==> src/rtl/uart_serial_rx_pkg.sv <==
// uart_serial_rx_pkg: UART bit-timing helper shared with uart_tx, RX state encodings
// and the bit order of the MMIO status word.
package uart_serial_rx_pkg;
    localparam logic [2:0] ST_WAIT_HIGH = 3'd0;
    localparam logic [2:0] ST_IDLE      = 3'd1;
    localparam logic [2:0] ST_START     = 3'd2;
    localparam logic [2:0] ST_DATA      = 3'd3;
    localparam logic [2:0] ST_STOP      = 3'd4;
    localparam int STAT_NEW_DATA    = 0;
    localparam int STAT_OVERRUN     = 1;
    localparam int STAT_FRAME_ERROR = 2;
    function automatic int clks_per_bit(input int clk_mhz, input int baud);
        return (clk_mhz * 1_000_000) / baud;
    endfunction
endpackage

==> src/rtl/uart_serial_rx_sync_2ff.sv <==
// uart_serial_rx_sync_2ff: two-flop synchroniser for one asynchronous input, with a
// selectable reset value so idle-high lines come out of reset idle.
module uart_serial_rx_sync_2ff #(
    parameter logic RstVal = 1'b1
) (
    input  logic clk,
    input  logic rst,
    input  logic d,
    output logic q
);
    logic meta_q, sync_q;
    always_ff @(posedge clk or posedge rst) begin
        if (rst) begin
            meta_q <= RstVal;
            sync_q <= RstVal;
        end else begin
            meta_q <= d;
            sync_q <= meta_q;
        end
    end
    assign q = sync_q;
endmodule

==> src/rtl/uart_serial_rx.sv <==
// uart_serial_rx: 8N1 UART receiver with 3-sample majority voting, a held output byte
// and sticky new-data/overrun status for the MMIO mapper.
module uart_serial_rx import uart_serial_rx_pkg::*; #(
    parameter int BaudRate       = 115200,
    parameter int ClockSpeed_MHz = 100
) (
    input  logic       clk,
    input  logic       rst,
    input  logic       in_serial,
    input  logic       in_data_is_read,
    output logic [7:0] out_data,
    output logic       out_data_valid,
    output logic       out_new_data,
    output logic       out_overrun,
    output logic       out_frame_error
);
    localparam int ClksPerBit = clks_per_bit(ClockSpeed_MHz, BaudRate);
    localparam int HalfBit    = ClksPerBit / 2;
    localparam int CntW       = $clog2(ClksPerBit);
    localparam logic [CntW-1:0] CntMax  = CntW'(ClksPerBit - 1);
    localparam logic [CntW-1:0] CntS0   = CntW'(HalfBit - 1);
    localparam logic [CntW-1:0] CntS1   = CntW'(HalfBit);
    localparam logic [CntW-1:0] CntDec  = CntW'(HalfBit + 1);

    if (ClksPerBit < 8) begin : g_bad_rate
        $error("uart_serial_rx: ClksPerBit must be >= 8");
    end

    logic rx_s;
    uart_serial_rx_sync_2ff #(.RstVal(1'b1)) u_sync (
        .clk (clk),
        .rst (rst),
        .d   (in_serial),
        .q   (rx_s)
    );

    logic [2:0]      state_q, state_d;
    logic [CntW-1:0] cnt_q, cnt_d;
    logic [2:0]      bit_idx_q, bit_idx_d;
    logic [7:0]      sr_q, sr_d;
    logic [1:0]      samp_q, samp_d;
    logic [7:0]      data_q, data_d;
    logic            valid_q, valid_d;
    logic            ferr_q, ferr_d;
    logic            new_q, new_d;
    logic            ovr_q, ovr_d;
    logic            decide, bit_v;

    assign decide = (cnt_q == CntDec);
    assign bit_v  = (samp_q[0] & samp_q[1]) | (samp_q[0] & rx_s) | (samp_q[1] & rx_s);

    // Line-high after reset or a break is confirmed by a full majority decision, so the
    // synchroniser's idle reset value cannot open a frame on a line that is really low.
    always_comb begin
        state_d   = state_q;
        cnt_d     = (cnt_q == CntMax) ? '0 : cnt_q + CntW'(1);
        bit_idx_d = bit_idx_q;
        sr_d      = sr_q;
        samp_d    = samp_q;
        data_d    = data_q;
        valid_d   = 1'b0;
        ferr_d    = 1'b0;
        if (cnt_q == CntS0) samp_d[0] = rx_s;
        if (cnt_q == CntS1) samp_d[1] = rx_s;
        case (state_q)
            ST_WAIT_HIGH: if (decide && bit_v) state_d = ST_IDLE;
            ST_IDLE: begin
                if (!rx_s) begin
                    state_d = ST_START;
                    cnt_d   = '0;
                end
            end
            ST_START: begin
                if (decide) begin
                    state_d   = bit_v ? ST_IDLE : ST_DATA;
                    bit_idx_d = 3'd0;
                end
            end
            ST_DATA: begin
                if (decide) begin
                    sr_d[bit_idx_q] = bit_v;
                    bit_idx_d       = bit_idx_q + 3'd1;
                    if (bit_idx_q == 3'd7) state_d = ST_STOP;
                end
            end
            ST_STOP: begin
                if (decide) begin
                    data_d  = bit_v ? sr_q : data_q;
                    valid_d = bit_v;
                    ferr_d  = !bit_v;
                    state_d = bit_v ? ST_IDLE : ST_WAIT_HIGH;
                end
            end
            default: state_d = ST_WAIT_HIGH;
        endcase
    end

    always_comb begin
        new_d = new_q;
        ovr_d = ovr_q;
        if (valid_q) begin
            new_d = 1'b1;
            ovr_d = ovr_q | (new_q & !in_data_is_read);
        end else if (in_data_is_read) begin
            new_d = 1'b0;
            ovr_d = 1'b0;
        end
    end

    always_ff @(posedge clk or posedge rst) begin
        if (rst) begin
            state_q   <= ST_WAIT_HIGH;
            cnt_q     <= '0;
            bit_idx_q <= '0;
            sr_q      <= '0;
            samp_q    <= '0;
            data_q    <= '0;
            valid_q   <= 1'b0;
            ferr_q    <= 1'b0;
        end else begin
            state_q   <= state_d;
            cnt_q     <= cnt_d;
            bit_idx_q <= bit_idx_d;
            sr_q      <= sr_d;
            samp_q    <= samp_d;
            data_q    <= data_d;
            valid_q   <= valid_d;
            ferr_q    <= ferr_d;
        end
    end

    always_ff @(posedge clk or posedge rst) begin
        if (rst) begin
            new_q <= 1'b0;
            ovr_q <= 1'b0;
        end else begin
            new_q <= new_d;
            ovr_q <= ovr_d;
        end
    end

    assign out_data        = data_q;
    assign out_data_valid  = valid_q;
    assign out_frame_error = ferr_q;
    assign out_new_data    = new_q;
    assign out_overrun     = ovr_q;
endmodule
==> config.mk <==
export PLATFORM = sky130hd
export DESIGN_NAME = uart_serial_rx
export DESIGN_NICKNAME = d
export VERILOG_FILES = /design/src/rtl/uart_serial_rx_pkg.sv /design/src/rtl/uart_serial_rx_sync_2ff.sv /design/src/rtl/uart_serial_rx.sv
export SDC_FILE = /design/constraint.sdc
export NUM_CORES = 1
export LEC_CHECK = 0
export CAP_MARGIN = 15
export CORE_MARGIN = 3
export CORE_UTILIZATION = 55
export CTS_CLUSTER_SIZE = 14
export DETAILED_ROUTE_END_ITERATION = 10
export PLACE_DENSITY = 0.82
export SLEW_MARGIN = 40
export SYNTH_ARGS = -nofsm -noshare
export SYNTH_HDL_FRONTEND = slang
export SYNTH_SLANG_ARGS = --single-unit
==> constraint.sdc <==
create_clock -name clk -period 2.39 [get_ports clk]
set_input_delay 0.478 -clock clk [delete_from_list [all_inputs] [get_ports clk]]
set_output_delay 0.478 -clock clk [all_outputs]
set_load 0.005 [all_outputs]
==> impl_metrics.ini <==
[run_status]
status = finished clean

[timing]
hold_violations = 0
rsz0062_at_grt = no
period_needed_ns = 1.820
finalSetupViolations = 0
max_freq_mhz = 549.4
post-route-period-util_pct = 76.15
finalMaxSlewViolations = 0
skew_ns = 0.009192
fin_tns_setup_ns = 0
max_slew_margin_pct = 57.71
tightest_slew_ns = 0.6343

[synthesis]
synthCells = 157
synth_seq_cells = 40
netlist_area_sq_um = 1853
yosysSeqAreaShare_pct = 54.15
yosysTopAreaCellShare_pct = 51.32
synth_fp_nets = 166
synth.largest_area_cell = dfrtp_1
yosysWarnings = 0
synth_xor_area_share_pct = 4.254
synth_cell_types = 35
synthAdderAreaFrac_pct = 3.916
synth_top_family_by_area = simple AND/OR/NAND/NOR gates
avgSynthCellArea_sq_um = 11.80
synthSimpleGateAreaFrac_pct = 18.50
synth_compound_area_share_pct = 3.241
synth.area.mux_share_pct = 12.83
synthTopCellsByArea = dfrtp_1 51%, mux2_2 11%, ha_1 3.4%

[hold_path]
hp-class = flip-flop to flip-flop

[global_routing]
grt_pass1_vias = 1241
grt_pass1_wl_mm = 5.457
grt_usage_pct = 17.49
grt_max_degree = 41
antenna_found_initial = 0
grt.overflow.total = 0

[detailed_routing]
wl_per_cell_microns = 14.30
vias_per_cell = 5.416
initialDrtViolationCount = 63
vias = 1197
drcViolationCount = 0
ant_nets = 0
drt-pass1-iter-count = 4
finalWirelength_mm = 3.161

[die]
dieArea_sq_um = 4102
initial_core_util_pct = 59.24
die_h_microns = 64.05
io_pins = 16
core_area_sq_um = 3128
die_x_microns = 64.05
fp-row-count = 20

[placed_design]
hpwl_mm = 2.303
port_buffers = 15
gp_congestion = 0.8591
placedCellCount = 213

[clock_network]
cts_hold_buf = 0
clk_pin_slew_worst_paths_ns = 0.11
clk_latency_ns = 0.35
cts_tree = built
cts_root_buffer = clkbuf_4
clock_sinks = 40
post_cts_buffers = 0
ctsResizeCount = 0
clockBufferDepth = 2
h-tree-depth = 2
cts_buffers = 5

[power]
max-vdd-ir-drop_mv = 0.3369
power_mw = 1.190
cellPowerDensity_nw_per_um2 = 558.0
p_leak_nw = 1.005

[critical_path]
rr_worst_depth = 4
critPathCapture = out_data[2]
cp-end-kind = flip-flop
reg2reg_from = cnt_q[3]
start_kind = flip-flop
path_max_fanout = 8
rr_endpoint = out_data[2]
arrival_ns = 2.07
worst-r2r-setup-slack_ns = 0.57
startpoint = cnt_q[3]
crit_type = flip-flop to flip-flop
required_ns = 2.64

[final_layout]
layout-drive-gt1-share_pct = 21.47
final_common_cell = dfrtp_1
n_antenna_cell = 0
fin_nets = 185
final_util_pct = 68.20
fin_cells = 221
area.growth.synth_to_final_pct = 15.13
final_cell_mix = 38 x dfrtp_1, 18 x mux2_2, 15 x nor2_1, 15 x clkdlybuf4s50_1, 11 x nand2_1
fillCellCount = 226

[run]
cap_violations = 0
cells in the mapped netlist, drive strengths merged:
| master | count |
|---|---|
| mux2i | 2 |
| nand2b | 2 |
| o311ai | 1 |
| inv | 8 |
| nand2 | 11 |
| nand3 | 5 |
| and3b | 1 |
| buf | 3 |
| ha | 5 |
| nor3 | 8 |
| nand4 | 6 |
| clkbuf | 1 |
| a21oi | 1 |
| nor2b | 2 |
| dfstp | 2 |
| mux2 | 19 |
| or2 | 1 |
| and3 | 1 |
| xor2 | 6 |
| o21ai | 6 |
| dfrtp | 38 |
| and4bb | 3 |
| o32ai | 1 |
| and4 | 2 |
| nor2 | 15 |
| nor3b | 1 |
| and2 | 2 |
| maj3 | 1 |
| xnor2 | 3 |
worst max-delay path: stages (launching register included):
cell and delay (ns):
dfrtp_1 0.46, and4bb_2 0.38, and2_1 0.30, nand4_4 0.22, mux2_4 0.36
worst min path at each step:
stage               depth (start not counted)  slack, ns       end           from
finish                                      0       0.37  u_sync.q  u_sync.meta_q
detailed placement                          0       0.35  u_sync.q  u_sync.meta_q
global placement                            0       0.35  u_sync.q  u_sync.meta_q
global route                                0       0.37  u_sync.q  u_sync.meta_q
floorplan                                   0       0.35  u_sync.q  u_sync.meta_q
CTS                                         0       0.37  u_sync.q  u_sync.meta_q
stage by stage:
stage	cell area, sq um	setup WS, ns	hold slack [ns]
global placement	2038	0.6064	0.3492
CTS	2133	0.5553	0.3684
floorplan	1853	0.8054	0.3452
global route	2133	0.4274	0.3696
detailed placement	2038	0.5686	0.3528
finish	2133	0.5699	0.3691
kinds of logic (layout without fill, tap and decap cells):
kind of cell    after synthesis  after routing
xor+xnor                      9              9
simple gates                 60             60
flops                        40             40
compound gates                9              9
mux                          21             21
fa+ha+maj                     6              6
buf+inv                      12             32
layout make-up:
| class | count | area, sq um | share of cell area, % |
|---|---|---|---|
| multi-input combinational | 105 | 792.0 | 37.13 |
| clock inverter | 1 | 30.03 | 1.408 |
| clock buffer | 7 | 65.06 | 3.050 |
| sequential | 40 | 1003 | 47.04 |
| timing repair buffer | 16 | 157.7 | 7.390 |
| tap | 44 | 55.05 | 2.581 |
| inverter | 8 | 30.03 | 1.408 |
registers in the layout, indices dropped and copies added, names as in the netlist:
name and flops:
samp_q 2, out_data 8, u_sync.meta_q 1, out_new_data 1
cnt_q 10, sr_q 8, out_overrun 1, bit_idx_q 3
out_data_valid 1, u_sync.q 1, out_frame_error 1, state_q 3
where the power goes:
| group | internal, mW | switching, mW |
|---|---|---|
| registers | 0.680 | 0.00173 |
| logic | 0.00559 | 0.0132 |
| clock network | 0.278 | 0.213 |
| total | 0.963 | 0.228 |
per-layer routing:
metal / wire (microns) / track usage (%)
met2: 1618 / 30.19
met1: 1351 / 20.35
met4: 71 / 8.086
met5: 0 / 0
met3: 120 / 4.218
(Power assumes the default switching activity.)
